## src/rtl/countdown_timer_4hz.sv

```systemverilog
// Seconds countdown timer (00..99) advanced by rising edges of a 4 Hz square wave
// that is sampled as data in the clock_in domain; drives BCD digits and game status flags.
module countdown_timer_4hz #(
    parameter int         TICKS_PER_SEC = 4,
    parameter logic [3:0] INIT_TENS     = 4'd6,
    parameter logic [3:0] INIT_ONES     = 4'd0,
    parameter int         WARN_SECONDS  = 10
) (
    input  logic       clock_in,
    input  logic       reset,
    input  logic       tick_clk,
    input  logic       load,
    input  logic [3:0] load_tens,
    input  logic [3:0] load_ones,
    input  logic       start,
    input  logic       pause,
    output logic [3:0] tens,
    output logic [3:0] ones,
    output logic       running,
    output logic       expired,
    output logic       expire_pulse,
    output logic       blink
);

    localparam int            QW       = (TICKS_PER_SEC > 1) ? $clog2(TICKS_PER_SEC) : 1;
    localparam logic [QW-1:0] QLAST    = QW'(TICKS_PER_SEC - 1);
    localparam logic [6:0]    WARN_CNT = 7'(WARN_SECONDS);

    typedef enum logic [1:0] {
        ST_IDLE    = 2'd0,
        ST_RUN     = 2'd1,
        ST_PAUSED  = 2'd2,
        ST_EXPIRED = 2'd3
    } state_t;

    state_t        state_r, state_nxt_s;
    logic [3:0]    tens_r, tens_nxt_s;
    logic [3:0]    ones_r, ones_nxt_s;
    logic [QW-1:0] qcnt_r, qcnt_nxt_s;
    logic          tick_q_r;
    logic          blink_r, blink_nxt_s;
    logic          pulse_r, pulse_nxt_s;
    logic          tick_rise_s;
    logic [6:0]    count_s;
    logic          running_s, expired_s;

    function automatic logic [3:0] clamp_bcd(input logic [3:0] d);
        return (d > 4'd9) ? 4'd9 : d;
    endfunction

    assign tick_rise_s = tick_clk & ~tick_q_r;
    assign count_s     = ({3'd0, tens_r} * 7'd10) + {3'd0, ones_r};

    // State and datapath registers; tick_q resets high so a high tick at reset is not an edge
    always_ff @(posedge clock_in) begin
        if (reset) begin
            state_r  <= ST_IDLE;
            tens_r   <= INIT_TENS;
            ones_r   <= INIT_ONES;
            qcnt_r   <= '0;
            tick_q_r <= 1'b1;
            blink_r  <= 1'b0;
            pulse_r  <= 1'b0;
        end else begin
            state_r  <= state_nxt_s;
            tens_r   <= tens_nxt_s;
            ones_r   <= ones_nxt_s;
            qcnt_r   <= qcnt_nxt_s;
            tick_q_r <= tick_clk;
            blink_r  <= blink_nxt_s;
            pulse_r  <= pulse_nxt_s;
        end
    end

    // Next-state and datapath logic; priority load > pause > start > tick
    always_comb begin
        state_nxt_s = state_r;
        tens_nxt_s  = tens_r;
        ones_nxt_s  = ones_r;
        qcnt_nxt_s  = qcnt_r;
        blink_nxt_s = blink_r;
        pulse_nxt_s = 1'b0;
        if (load) begin
            state_nxt_s = ST_IDLE;
            tens_nxt_s  = clamp_bcd(load_tens);
            ones_nxt_s  = clamp_bcd(load_ones);
            qcnt_nxt_s  = '0;
            blink_nxt_s = 1'b0;
        end else begin
            case (state_r)
                ST_IDLE, ST_PAUSED: begin
                    blink_nxt_s = 1'b0;
                    if (start && !pause && (count_s != 7'd0)) begin
                        state_nxt_s = ST_RUN;
                    end else begin
                        state_nxt_s = state_r;
                    end
                end
                ST_RUN: begin
                    if (pause) begin
                        state_nxt_s = ST_PAUSED;
                        blink_nxt_s = 1'b0;
                    end else if (tick_rise_s) begin
                        blink_nxt_s = (count_s <= WARN_CNT) ? ~blink_r : 1'b0;
                        if (qcnt_r == QLAST) begin
                            qcnt_nxt_s = '0;
                            if (ones_r == 4'd0) begin
                                ones_nxt_s = 4'd9;
                                tens_nxt_s = tens_r - 4'd1;
                            end else begin
                                ones_nxt_s = ones_r - 4'd1;
                                tens_nxt_s = tens_r;
                            end
                            // Final second consumed: expiry lands on the same edge as 01 -> 00
                            if (count_s == 7'd1) begin
                                state_nxt_s = ST_EXPIRED;
                                pulse_nxt_s = 1'b1;
                                blink_nxt_s = 1'b1;
                            end else begin
                                state_nxt_s = ST_RUN;
                            end
                        end else begin
                            qcnt_nxt_s = qcnt_r + QW'(1);
                        end
                    end else begin
                        blink_nxt_s = (count_s > WARN_CNT) ? 1'b0 : blink_r;
                    end
                end
                ST_EXPIRED: begin
                    blink_nxt_s = 1'b1;
                end
                default: begin
                    state_nxt_s = ST_IDLE;
                    blink_nxt_s = 1'b0;
                end
            endcase
        end
    end

    // Status decode from the registered state
    always_comb begin
        running_s = 1'b0;
        expired_s = 1'b0;
        case (state_r)
            ST_RUN:     running_s = 1'b1;
            ST_EXPIRED: expired_s = 1'b1;
            default: begin
                running_s = 1'b0;
                expired_s = 1'b0;
            end
        endcase
    end

    assign tens         = tens_r;
    assign ones         = ones_r;
    assign running      = running_s;
    assign expired      = expired_s;
    assign expire_pulse = pulse_r;
    assign blink        = blink_r;

endmodule

```

## config.mk

```make
export PLATFORM = sky130hd
export DESIGN_NAME = countdown_timer_4hz
export DESIGN_NICKNAME = d
export VERILOG_FILES = /design/src/rtl/countdown_timer_4hz.sv
export SDC_FILE = /design/constraint.sdc
export NUM_CORES = 1
export LEC_CHECK = 0
export CAP_MARGIN = 20
export CORE_MARGIN = 4
export CORE_UTILIZATION = 49
export DETAILED_ROUTE_END_ITERATION = 6
export PLACE_DENSITY = 0.79
export SLEW_MARGIN = 20
export SYNTH_ARGS = -nofsm -noshare
export SYNTH_HDL_FRONTEND = slang
export SYNTH_SLANG_ARGS = --single-unit
```

## constraint.sdc

```tcl
create_clock -name clock_in -period 2.8 [get_ports clock_in]
set_clock_uncertainty 0.15 [all_clocks]
set_input_delay 0.84 -clock clock_in [delete_from_list [all_inputs] [get_ports clock_in]]
set_output_delay 0.84 -clock clock_in [all_outputs]
set_load 0.02 [all_outputs]
```

## Word level (Yosys, flattened, before mapping)

Cells that the tools add are included.
Widths: inputs -> output; s select.

- Add/sub/neg operators: 4
- Multipliers: 1
- Order comparisons: 4
- Equality and inequality tests: 10
- Mux-type cells: 31
- Bitwise operators: 7
- Reductions and logical operators: 18

Operators by type and width:

| kind | count |
|---|---|
| $mux 4 | 14 |
| $mux 2 | 6 |
| $reduce_bool 2->1 | 5 |
| $mux 1 | 9 |
| $gt 4x4->1 const B | 2 |
| $reduce_and 4->1 | 2 |
| $sub 4x1->4 const B | 2 |
| $add 7x4->7 | 1 |
| $eq 7x1->1 const B | 1 |
| $gt 7x4->1 const B | 1 |
| $le 7x4->1 const B | 1 |
| $reduce_bool 7->1 | 1 |
| $eq 2x2->1 const B | 3 |
| $mul 4x3->6 const B | 1 |
| $ne 3x3->1 const B | 2 |
| $not 1->1 | 6 |
| $reduce_or 6->1 | 1 |
| $reduce_and 5->1 | 1 |
| $logic_not 4->1 | 1 |
| $ne 2x2->1 const B | 2 |
| $ne 4x4->1 const B | 1 |
| $pmux 2 s2 | 1 |
| $reduce_or 2->1 | 2 |
| $pmux 1 s3 | 1 |
| other kinds (7) | 8 |

- Register bits: 15
- Input bits: 14
- Output and inout port bits: 12
- Logic and storage cells: 82

## Longest topological paths before layout

Gate-level depths: netlist of the first run.

- Word-level depth: 9
- Mapped depth: 9
- Gate-level depth less buffers: 9

## Worst setup path before layout of the first run

Ideal clock, no wire load.

- Path type: reg2reg
- From: register ones_r[1] (netlist: ones[1])
- To: register state_r[1]
- Setup time: 0.060 ns
- Data arrival time: 2.156 ns
- Data required time: 2.590 ns
- Slack: 0.433 ns
- Cell stages (with the launch flop): 9
- Path buffers: 0
- Clock period less this slack: 2.367 ns
- Path through: dfxtp_1 ha_1 inv_1 fa_1 xor2_1 nand3b_1 or2_2 o221ai_1 o2111a_1

- Longest elaborated chain between the ends: 7
- Elaborated cells on any way between the ends: 11
- Those cells by class: add/sub (1); eq/ne (2); mux (5); reduce/logical (3)

RTL lines:

| element | RTL line | RTL |
|---|---|---|
| start: declaration | 38 | `logic [3:0] ones_r, ones_nxt_s;` |
| start signal: assignment | 67 | `ones_r <= ones_nxt_s;` |
| $add 7x4->7 * | 52 | `assign count_s = ({3'd0, tens_r} * 7'd10) + {3'd0, ones_r};` |
| $eq 7x1->1 | 115 | `if (count_s == 7'd1) begin` |
| $mux 2 | 115 |  |
| $mux 2 | 105 | `if (qcnt_r == QLAST) begin` |
| $mux 2 | 103 | `end else if (tick_rise_s) begin` |
| $mux 2 | 100 | `if (pause) begin` |
| $pmux 2 s2 | 90 | `case (state_r)` |
| end signal: assignment | 65 | `state_r <= state_nxt_s;` |
| end: declaration | 36 | `state_t state_r, state_nxt_s;` |

Mark *: on every way between the ends. The rest lies on a longest branch, timed or not. The select of a mux whose other input is x is not followed.
A chain may end at the register's enable or synchronous reset.

## Final worst setup path of the first run

Same ends and word-level chain as after synthesis.

==> impl_metrics.py, run 1 <==
metrics = {
    "routing": {
        "routed_wl_mm": 2.522,
        "vias_per_cell": 5.613,
        "drcViolationCount": 0,
        "drtIter0Drc": 15,
        "drt.antenna.violating_nets": 0,
        "via_count": 1044,
        "first_pass_iters": 4,
        "wire_per_inst_um": 13.56,
    },
    "floorplan": {
        "die_w_um": 54.97,
        "start_util_pct": 53.47,
        "dieArea_um2": 3022,
        "num_rows": 16,
        "pin_count": 26,
        "fp.dieH_um": 54.97,
        "core_area_um2": 2022,
    },
    "logic_synthesis": {
        "synth_compound_area_share_pct": 20.25,
        "async_flop_share_pct": 0,
        "synth_top_family_by_area": "simple AND/OR/NAND/NOR gates",
        "synth_fp_nets": 154,
        "synth_edf_count": 0,
        "synthSimpleGateAreaFrac_pct": 25.46,
        "synth_area_um2": 1081,
        "yosys_register_bits": 15,
        "synth_fa_ha_area_share_pct": 14.12,
        "ys_dominant_reg_cell": "dfxtp_1",
        "syn_inst": 129,
        "muxShareOfSynthArea_pct": 2.083,
        "synth_xor_xnor_area_share_pct": 4.051,
        "synth-seq-area-share_pct": 27.78,
        "syn_area_per_cell_um2": 8.380,
        "yosysUniqueCellTypes": 40,
        "ys_warn_count": 0,
    },
    "timing": {
        "setup_violations": 0,
        "period_needed_ns": 2.564,
        "slew_headroom_pct": 76.58,
        "tightest_slew_ns": 0.3487,
        "rsz0062_at_grt": "no",
        "worst_hold_slack_ns": 0.3137,
        "setup_ws_ns": 0.2358,
        "fin_crit_sh_pct": 91.58,
        "hold_viol": 0,
        "max_freq_mhz": 390.0,
        "slew_violations": 0,
    },
    "clock_network": {
        "cts_buffers": 3,
        "htreeDepth": 1,
        "clockRootBuffer": "clkbuf_4",
        "cts.sinks": 15,
        "cts_tree": "done",
        "cts_setup_buffers": 0,
        "clkTransAtPathRegs_ns": 0.09,
        "hold_buffers": 0,
        "clkLatencyLatePin_ns": 0.28,
        "clockBufferDepth": 2,
        "post_cts_resized": 0,
    },
    "run_status": {
        "status": "finished clean",
    },
    "grt": {
        "grtUsageTotal_pct": 19.51,
        "overflow": 0,
        "antenna_found_initial": 0,
        "grt_first_pass_wirelength_mm": 4.250,
        "grt_pass1_vias": 1084,
        "grt_max_degree": 12,
    },
    "place": {
        "gp_congestion": 0.8468,
        "portBuffers": 25,
        "pre_cts_ws_ns": -0.03928,
        "dp_cells": 182,
        "dp_hpwl_mm": 2.031,
    },
    "critical_path": {
        "slowest_stage": "dfxtp_1",
        "criticalPathCategory": "register to register",
        "cpPeakStageDelay_ns": 0.48,
        "cp_cell_sequence": "ha_1 -> inv_1 -> fa_1 -> xor2_1 -> nand3b_1 -> or2_2 -> o221ai_1 -> o2111a_1",
        "crit_arrival_ns": 2.64,
        "cp_max_fo": 8,
        "worst_setup_path_end_kind": "register",
        "start_kind": "register",
        "crit_required_ns": 2.88,
    },
    "worst_hold_path": {
        "hp-class": "register to register",
    },
    "power_and_ir_drop": {
        "powerDensity_nw_per_um2": 376.6,
        "total_leakage_power_nw": 0.5957,
        "vdd_drop_max_uv": 222.7,
    },
    "final_layout": {
        "syn_to_final_growth_pct": 30.32,
        "finalNonFillerCells": 186,
        "drive_above_1_share_pct": 12.58,
        "final_nets": 185,
        "diodes": 0,
    },
    "run": {
        "max-cap-violations": 0,
    },
}
==> synth_stat cells, types with 2 or more instances <==
cell type | n | area, µm²
o21a_1 | 2 | 15.01
a311oi_1 | 2 | 17.52
clkbuf_1 | 2 | 7.510
nor2_1 | 11 | 41.29
o31ai_1 | 2 | 15.01
dfxtp_1 | 15 | 300.3
mux2_2 | 2 | 22.52
or2_2 | 3 | 18.77
xnor2_1 | 3 | 26.28
ha_1 | 9 | 112.6
inv_1 | 14 | 52.55
nand2_1 | 7 | 26.28
fa_1 | 2 | 40.04
nor3_1 | 6 | 30.03
xor2_1 | 2 | 17.52
nand3_1 | 6 | 30.03
o21ai_0 | 7 | 35.03
nor2b_1 | 2 | 12.51
a21oi_1 | 10 | 50.05
o211ai_1 | 2 | 15.01
==> report_power, final <==
group	switching [mW]	internal (mW)
Combinational	0.0846	0.0827
Sequential	0.0161	0.223
Clock	0.0711	0.0530
Total	0.172	0.359
==> layout by cell type (no fill, tap or decap), drive strengths merged, types with 2 or more instances in the layout <==
cell / instances
a311oi: 2
clkdlybuf4s50: 25
mux2: 2
nor2: 11
o21a: 2
ha: 9
clkbuf: 3
nor4b: 2
xnor2: 3
nor2b: 2
nand3: 6
nor3: 6
o21ai: 7
nand2: 7
buf: 4
fa: 2
a21oi: 10
xor2: 2
o31ai: 2
a211oi: 2
o211ai: 2
dfxtp: 15
inv: 14
or2: 3
==> final timing paths <==
path / from / end / slack [ns] / cells past startpoint
worst min register to register: qcnt_r[1] / qcnt_r[1] / 0.31 / 2
worst max-delay path: ones[1] / state_r[1] / 0.24 / 8
worst min-delay path: qcnt_r[1] / qcnt_r[1] / 0.31 / 2
worst max register to register: ones[1] / state_r[1] / 0.24 / 8
==> cells by family after synthesis <==
logic type	count (synthesis)
and+or+nand+nor	46
AOI/OAI and AO/OA	33
buffers and inverters	17
DFF	15
adders and majority gates	11
xor gates and xnor gates	5
muxes	2
==> critical path, delay by kind of cell (launching register included) <==
kind	cells	cell delay [ns]
AO/OA/AOI/OAI	2	0.47
XOR/XNOR	1	0.27
adder cells (fa/ha/maj)	2	0.64
buffers and inverters	1	0.05
flip-flops	1	0.48
AND/OR/NAND/NOR	2	0.45
==> layout make-up <==
cell class,instances,area [µm²]
clock buffer,3,22.52
sequential,15,301.5
timing repair buffer,29,280.3
tap,27,33.78
clock inverter,1,5.005
fill,177,613.1
inverter,14,52.55
multi-input combinational,97,713.2
==> flip-flops by register name (all words and copies together), names as in the netlist <==
| signal | flops |
|---|---|
| state_r | 2 |
| expire_pulse | 1 |
| tick_q_r | 1 |
| tens | 4 |
| blink | 1 |
| qcnt_r | 2 |
| ones | 4 |
==> layer usage <==
metal	share of wire, %	wire, µm	GRT usage, %
met5	0	0	0
met4	1.0	26	10.53
met1	41	1038	19.24
met2	54	1350	37.20
met3	4.2	106	4.290
==> per-stage QoR <==
step	utilization, %	TNS [ns]	power (mW)	area (µm²)
after floorplan	-	0	0.3462	1081
after global placement	68.26	0	0.4028	1380
after detailed placement	68.26	-0.03928	0.4093	1380
after CTS	69.62	0	0.5361	1408
after global routing	69.68	0	0.5662	1409
final	69.68	0	0.5305	1409
Power figures use the tool's default switching activity.
==> run 2, diff against run 1 <==
Settings changed: SLEW_MARGIN 20 to 30.
==> results of run 2 <==
The final DEF is identical to that of run 1; final timing and power are the same.
==> run 3, diff against run 2 <==
Settings changed: CORE_MARGIN 4 to default.
==> impl_metrics.py, run 3 (synthesis gave the netlist of run 1 again) <==
metrics = {
    "run_status": {
        "status": "finished clean",
    },
    "clock_network": {
        "clockRootBuffer": "clkbuf_4",
        "clkTransAtPathRegs_ns": 0.09,
        "cts.sinks": 15,
        "htreeDepth": 1,
        "cts_buffers": 3,
        "clockBufferDepth": 2,
        "cts_setup_buffers": 0,
        "clkLatencyLatePin_ns": 0.29,
        "hold_buffers": 0,
        "cts_tree": "done",
    },
    "grt": {
        "grt_max_degree": 12,
        "grt_first_pass_wirelength_mm": 4.305,
        "grtUsageTotal_pct": 23.17,
        "overflow": 0,
        "antenna_found_initial": 0,
        "grt_pass1_vias": 1008,
    },
    "timing": {
        "slew_violations": 0,
        "slew_headroom_pct": 77.68,
        "setup_violations": 0,
        "period_needed_ns": 2.548,
        "setup_ws_ns": 0.2518,
        "max_freq_mhz": 392.4,
        "tightest_slew_ns": 0.3322,
        "rsz0062_at_grt": "no",
        "finalSetupTns_ns": 0,
        "fin_crit_sh_pct": 91.01,
        "worst_hold_slack_ns": 0.3145,
        "hold_viol": 0,
    },
    "floorplan": {
        "fp.dieH_um": 48.97,
        "start_util_pct": 53.47,
        "core_area_um2": 2022,
        "dieArea_um2": 2398,
        "die_w_um": 48.97,
        "num_rows": 16,
        "pin_count": 26,
    },
    "routing": {
        "routed_wl_mm": 2.452,
        "drt.antenna.violating_nets": 0,
        "via_count": 1040,
        "drtIter0Drc": 12,
        "vias_per_cell": 5.591,
        "first_pass_iters": 4,
        "drcViolationCount": 0,
        "wire_per_inst_um": 13.18,
    },
    "power_and_ir_drop": {
        "total_leakage_power_nw": 0.5957,
        "vdd_drop_max_uv": 360.5,
        "p_total_mw": 0.5361,
        "powerDensity_nw_per_um2": 380.5,
    },
    "final_layout": {
        "final_nets": 185,
        "syn_to_final_growth_pct": 30.32,
        "drive_above_1_share_pct": 12.58,
        "final_area_um2": 1409,
        "final_common_cell": "clkdlybuf4s50_1",
        "diodes": 0,
        "final_util_pct": 69.68,
        "final_cell_mix": "clkdlybuf4s50_1, inv_1, dfxtp_1",
        "finalNonFillerCells": 186,
    },
    "place": {
        "pre_cts_ws_ns": 0.03995,
        "placed_area_um2": 1380,
        "gp_congestion": 0.8567,
        "dp_hpwl_mm": 1.932,
        "portBuffers": 25,
        "dp_cells": 182,
    },
    "critical_path": {
        "start_kind": "register",
        "crit_arrival_ns": 1.56,
        "criticalPathCategory": "register to output pin",
        "slowest_stage": "clkdlybuf4s50_1",
        "cpPeakStageDelay_ns": 0.61,
        "cp-startpoint": "state_r[0]",
        "path_buf_inv": 2,
        "cp_max_fo": 11,
        "worst_setup_path_end_kind": "output pin",
        "crit_cells": 3,
        "regToRegEndpoint": "state_r[1]",
        "r2r_cells": 8,
        "crit_required_ns": 1.81,
        "cp_top_family": "buffers and inverters",
        "reg2reg_from": "ones[1]",
        "r2r_slack_ns": 0.27,
        "crit_end": "running",
        "cp_cell_sequence": "inv_1 -> nor2_1 -> clkdlybuf4s50_1",
    },
    "worst_hold_path": {
        "hp-class": "register to register",
    },
    "run": {
        "max-cap-violations": 0,
    },
}
## run 3: final cells by class
class,instances,area (µm²)
clock inverters,1,5.005
fillers,177,613.1
repair buffers,29,280.3
multi-input cells,97,713.2
well taps,27,33.78
clock buffers,3,22.52
flip-flops and latches,15,301.5
inverters,14,52.55
## run 3: worst min-delay path by stage
| stage | start | to | slack, ns | cells after the start |
|---|---|---|---|---|
| 2_1_floorplan | qcnt_r[1] | qcnt_r[1] | 0.29 | 2 |
| 5_1_grt | qcnt_r[1] | qcnt_r[1] | 0.35 | 2 |
| 3_3_place_gp | qcnt_r[1] | qcnt_r[1] | 0.30 | 2 |
| 3_5_place_dp | qcnt_r[1] | qcnt_r[1] | 0.30 | 2 |
| 4_1_cts | qcnt_r[1] | qcnt_r[1] | 0.32 | 2 |
| 6_report | qcnt_r[1] | qcnt_r[1] | 0.31 | 2 |
## run 3: power by group
part,internal (mW),total (mW),switching (mW)
Clock,0.0531,0.130,0.0772
Combinational,0.0829,0.167,0.0837
Sequential,0.223,0.239,0.0160
## run 3: tightest hold or removal path, cell delays in order, from the launching register on
cell and delay [ns]:
dfxtp_1 0.32, nand2_1 0.05, a21oi_1 0.05
## run 3: metal layers
| layer | up-vias | track usage, % | part of all wire [%] |
|---|---|---|---|
| met5 | - | 0 | 0 |
| met4 | 0 | 9.804 | 1.5 |
| met3 | 4 | 3.115 | 3.8 |
| met2 | 30 | 42.59 | 51 |
| met1 | 484 | 26.55 | 43 |
| li1 | 522 | - | - |
## run 3: what timing repair did
item | in CTS | in global routing
resized for setup | 0 | 1
endpoints found under the setup margin | 0 | 1
endpoints found under the hold margin | 0 | 0
